### config.mk
export PLATFORM = sky130hd
export DESIGN_NAME = serial_add_ctrl
export DESIGN_NICKNAME = d
export VERILOG_FILES = /design/src/rtl/serial_add_ctrl.sv
export SDC_FILE = /design/constraint.sdc
export NUM_CORES = 1
export LEC_CHECK = 0
export ABC_CLOCK_PERIOD_IN_PS = 2180
export BUFFER_PORTS_ARGS = -buffer_cell sky130_fd_sc_hd__buf_2
export CAP_MARGIN = 20
export CELL_PAD_IN_SITES_DETAIL_PLACEMENT = 1
export CELL_PAD_IN_SITES_GLOBAL_PLACEMENT = 1
export CORE_MARGIN = 3
export CORE_UTILIZATION = 43
export CTS_BUF_LIST = sky130_fd_sc_hd__clkbuf_8
export DETAILED_ROUTE_END_ITERATION = 8
export PLACE_DENSITY_LB_ADDON = 0.1
export SYNTH_ARGS = -nofsm -noshare
export SYNTH_HDL_FRONTEND = slang
export SYNTH_SLANG_ARGS = --single-unit
export TNS_END_PERCENT = 10
### constraint.sdc
create_clock -name clk -period 2.18 [get_ports clk]
set_input_delay 0.218 -clock clk [delete_from_list [all_inputs] [get_ports clk]]
set_output_delay 0.218 -clock clk [all_outputs]
set_load 0.05 [all_outputs]
### src/rtl/serial_add_ctrl.sv
// Bit-serial adder/subtractor controller.
// A single full-adder cell is reused once per clock, LSB first, over WIDTH
// cycles. Subtraction is a + ~b + 1. Results are published only on completion.
module serial_add_ctrl #(
  parameter int WIDTH = 32
) (
  input  logic             clk,
  input  logic             rst,
  input  logic             start,
  input  logic [WIDTH-1:0] a,
  input  logic [WIDTH-1:0] b,
  input  logic             c_in,
  input  logic             sub,
  output logic             busy,
  output logic             done,
  output logic [WIDTH-1:0] sum,
  output logic             c_out,
  output logic             overflow
);

  localparam int             CNT_W = $clog2(WIDTH);
  localparam logic [CNT_W-1:0] LAST_BIT = CNT_W'(WIDTH - 1);

  typedef enum logic [1:0] {
    IDLE = 2'd0,
    RUN  = 2'd1,
    DONE = 2'd2
  } state_t;

  state_t             state_q;
  logic [WIDTH-1:0]   a_q;
  logic [WIDTH-1:0]   b_q;
  logic [WIDTH-1:0]   work_q;
  logic [WIDTH-1:0]   work_d;
  logic               carry_q;
  logic [CNT_W-1:0]   cnt_q;
  logic [WIDTH-1:0]   sum_q;
  logic               c_out_q;
  logic               ovf_q;

  logic               fa_s;
  logic               fa_co;

  // The one full-adder cell, fed from the operand LSBs and the carry register.
  always_comb begin
    fa_s   = a_q[0] ^ b_q[0] ^ carry_q;
    fa_co  = (a_q[0] & b_q[0]) | (a_q[0] & carry_q) | (b_q[0] & carry_q);
    // Sum bits enter at the MSB so that after WIDTH shifts bit 0 sits at bit 0.
    work_d = {fa_s, work_q[WIDTH-1:1]};
  end

  // Control FSM plus datapath registers, all updated on the rising edge.
  always_ff @(posedge clk) begin
    // NOTE: every register here uses <= so all of them see the pre-edge
    // values of each other; blocking = would make ordering change behaviour.
    if (rst) begin
      state_q <= IDLE;
      a_q     <= '0;
      b_q     <= '0;
      work_q  <= '0;
      carry_q <= 1'b0;
      cnt_q   <= '0;
      sum_q   <= '0;
      c_out_q <= 1'b0;
      ovf_q   <= 1'b0;
    end else begin
      case (state_q)
        IDLE, DONE: begin
          if (start) begin
            // sub and c_in are captured here only; the run never looks back
            // at the input ports.
            a_q     <= a;
            b_q     <= sub ? ~b : b;
            carry_q <= sub ? 1'b1 : c_in;
            cnt_q   <= '0;
            work_q  <= '0;
            state_q <= RUN;
          end else begin
            state_q <= IDLE;
          end
        end

        RUN: begin
          work_q  <= work_d;
          carry_q <= fa_co;
          a_q     <= a_q >> 1;
          b_q     <= b_q >> 1;
          cnt_q   <= cnt_q + CNT_W'(1);
          if (cnt_q == LAST_BIT) begin
            // carry_q is the carry into the MSB on this final step.
            sum_q   <= work_d;
            c_out_q <= fa_co;
            ovf_q   <= carry_q ^ fa_co;
            state_q <= DONE;
          end
        end

        default: state_q <= IDLE;
      endcase
    end
  end

  assign busy     = (state_q == RUN);
  assign done     = (state_q == DONE);
  assign sum      = sum_q;
  assign c_out    = c_out_q;
  assign overflow = ovf_q;

endmodule

==> impl_metrics.ini <==
[power]
switching_power_uw = 1349
power.internal_uw = 3915
sw_frac_of_total = 0.2562
total_power_of_the_final_layout_uw = 5263
power.static_leakage_uw = 0.002549
power_frac_comb = 0.108
p_per_area_nw_per_um2 = 814.6
clock_power_share = 0.387
worst_ir_drop_vdd_mv = 0.3502
power_frac_seq = 0.505

[routing]
drt_iter0_markers = 327
route.antenna.remaining_nets = 0
detail_route.wirelength_um = 13610
remaining_drc_errors = 0
dr.pass1.iters = 5
drt-vias-per-instance = 5.494
routed_wirelength_normalized_by_instance_count_um = 16.09
route.vias.total = 4648

[floorplanning]
die_h_um = 118.1
core.rowCount = 40
die_area_sq_um = 13950
initial_core_util = 0.4445
die_w_um = 118.1
top_level_ports = 105
coreArea_sq_um = 12160

[critical_path]
timing.reg2reg.worst_path_depth = 7
cp_top_delay_family = buffers and inverters
worst_setup_path_start_kind = flop
timing_worst_setup_path_type = reg -> out
worstSetupEndpointType = output port
critPathArrivalTime_ns = 1.81
critPathBufInv = 3
timing.rr.start = cnt_q[0]
timing.critical_path.slowest_cell_delay_ns = 0.48
reg2reg_slack_ns = 0.25
crit_end = busy
critical_path_peak_fanout = 18
worst-path-stages = 4
startpoint = state_q[0]
r2r-end = sum[21]
worst_ep_required_time_ns = 1.96
worst_path_cell_trace = nand2b_4 -> clkinv_2 -> buf_4 -> buf_2
critical-path-slowest-cell = dfxtp_1

[placed_design]
gp_congestion = 0.7463
placement.io_buffers = 104
dp_worst_setup_slack_ns = 0.2201
placed_area_sq_um = 6062
hpwlAfterDp_um = 8534

[timing]
finalHoldViolations = 0
fin_setup_tns_ns = 0
slew_headroom = 0.5974
achievable_frequency_mhz = 492.7
timing.clock.skew_ns = 0.007259
tightestPinTransition_ns = 0.6033
final.min_clock_period_ns = 2.030
finalWorstSetupSlack_ns = 0.1504
final_min_period_over_clock_period = 0.9310
finalSetupViolations = 0
rsz0062_at_grt = false
slew_viol_final = 0
whs_ns = 0.04696

[synthesis]
yosys.cell_types.count = 30
synthesis.area_sq_um = 5406
synth.ff_latch_count = 137
synthesis.instances = 589
ys.warnings.count = 0
avgSynthCellArea_sq_um = 9.179
synth_seq_area_share = 0.5073
synth.net_count = 661

[global_route]
initial_antenna_violation_count = 1
grt_overflow = 0
grt_pass1_wl_um = 23050
grt_pass1_vias = 4741
grt_start_max_net_pins = 102
grt_use_total = 0.1996

[job]
timing.max_cap.violations = 0

[hold_path]
timing.hold.worst.start = a[31]
min_path_type = in -> reg

[clocking]
post_cts.repair.setup_buffers = 0
cts_repair_resize_count = 0
h-tree-depth = 4
cts_sinks = 137
buffers_from_clock_root_to_sink_at_most = 2
cts_buffer_count = 17
cts.reportedPaths.clkPinSlew_ns = 0.07
tritoncts = done
clk_root_buffer_cell = clkbuf_8
hold_buffers = 0
worst_skew_pair.late_latency_ns = 0.44

[layout]
area_growth_syn_to_layout_pct = 19.51
layout-drive-gt1-share = 0.2286
design.final.nets = 737
antennaDiodeCount = 0
layout.cell_area.non_filler_sq_um = 6461

[outcome]
outcome = complete, no violations
-- per-stage QoR --
| step | util | instances |
|---|---|---|
| floorplan | - | 589 |
| global placement | 0.4962 | 813 |
| detailed placement | 0.4985 | 814 |
| CTS | 0.5313 | 846 |
| global route | 0.5313 | 846 |
| finish | 0.5313 | 846 |
-- synthesized netlist by cell type (all sizes together) --
cell type / n / area (sq um)
a211oi: 1 / 7.510
a21oi: 102 / 514.2
a22o: 32 / 280.3
a22oi: 62 / 465.5
a31oi: 1 / 6.260
and3: 1 / 6.260
buf: 46 / 234.0
clkbuf: 16 / 60.06
dfxtp: 137 / 2743
fa: 1 / 20.02
ha: 2 / 25.02
inv: 1 / 3.750
mux2: 2 / 22.52
nand2: 38 / 142.6
nand2b: 3 / 21.27
nand3: 101 / 505.5
nand3b: 1 / 7.510
nand4: 1 / 6.260
nor2: 3 / 13.77
nor2b: 2 / 12.51
nor3b: 1 / 7.510
o21a: 1 / 7.510
o21ai: 1 / 5.000
xor2: 33 / 289.0
-- area by class of cell --
class | count | area, sq um
inverters | 1 | 5.005
clock inverters | 8 | 68.82
multi-input cells | 389 | 2386
repair buffers | 119 | 718.2
fillers | 1425 | 5700
well taps | 168 | 210.2
flip-flops and latches | 137 | 2743
clock buffers | 24 | 330.3
-- state kept, by name, summed over array words and instances (netlist names) --
signal    count
overflow      1
a_q          32
b_q          32
cnt_q         5
sum          32
work_q       31
state_q       2
carry_q       1
c_out         1
-- how the worst min path moves through the flow --
stage                     depth (start not counted)  endpoint  slack, ns
final                                             3   a_q[31]       0.05
after detailed placement                          2   a_q[18]       0.46
after global routing                              3   a_q[31]       0.02
after global placement                            2   a_q[18]       0.45
after CTS                                         3   a_q[31]       0.01
after floorplan                                   2   a_q[31]       0.35
-- worst min-delay path, delay by kind of cell --
kind	cells	cell delay, ns
compound gates	1	0.05
buf+inv	1	0.11
simple gates	1	0.06
-- cells by family after synthesis --
| kind of cell | Yosys count | synth area share |
|---|---|---|
| AO/OA/AOI/OAI | 200 | 0.2379 |
| XOR/XNOR | 33 | 0.05346 |
| adder cells (fa/ha/maj) | 3 | 0.008331 |
| buffers and inverters | 63 | 0.05508 |
| flip-flops | 137 | 0.5073 |
| multiplexers | 2 | 0.004165 |
| AND/OR/NAND/NOR | 151 | 0.1338 |
-- per-layer routing --
metal | vias up | part of all wire | track usage
met5 | - | 0.00051 | 0
met4 | 2 | 0.017 | 0.07692
met3 | 20 | 0.047 | 0.05789
met2 | 97 | 0.49 | 0.3230
met1 | 2247 | 0.45 | 0.2517
li1 | 2282 | - | -
-- power groups by stage --
stage | sequential (uW) | combinational [uW] | clock (uW)
global placement | 2710 | 555 | 0
CTS | 2660 | 576 | 2090
floorplan | 2700 | 396 | 0
finish | 2660 | 570 | 2040
detailed placement | 2710 | 574 | 0
global route | 2670 | 639 | 2210
-- layout by cell type (no fill, tap or decap), drive strengths merged --
master    instances
dfxtp           137
buf             119
a21oi           102
nand3           101
a22oi            62
nand2            38
xor2             33
a22o             32
clkbuf           24
clkinvlp          3
inv               3
nand2b            3
nor2              3
clkinv            2
ha                2
nor2b             2
mux2              2
and3              1
nor3b             1
nand4             1
a211oi            1
nand3b            1
o21ai             1
a31oi             1
o21a              1
fa                1
bufinv            1
Power figures use the tool's default switching activity.
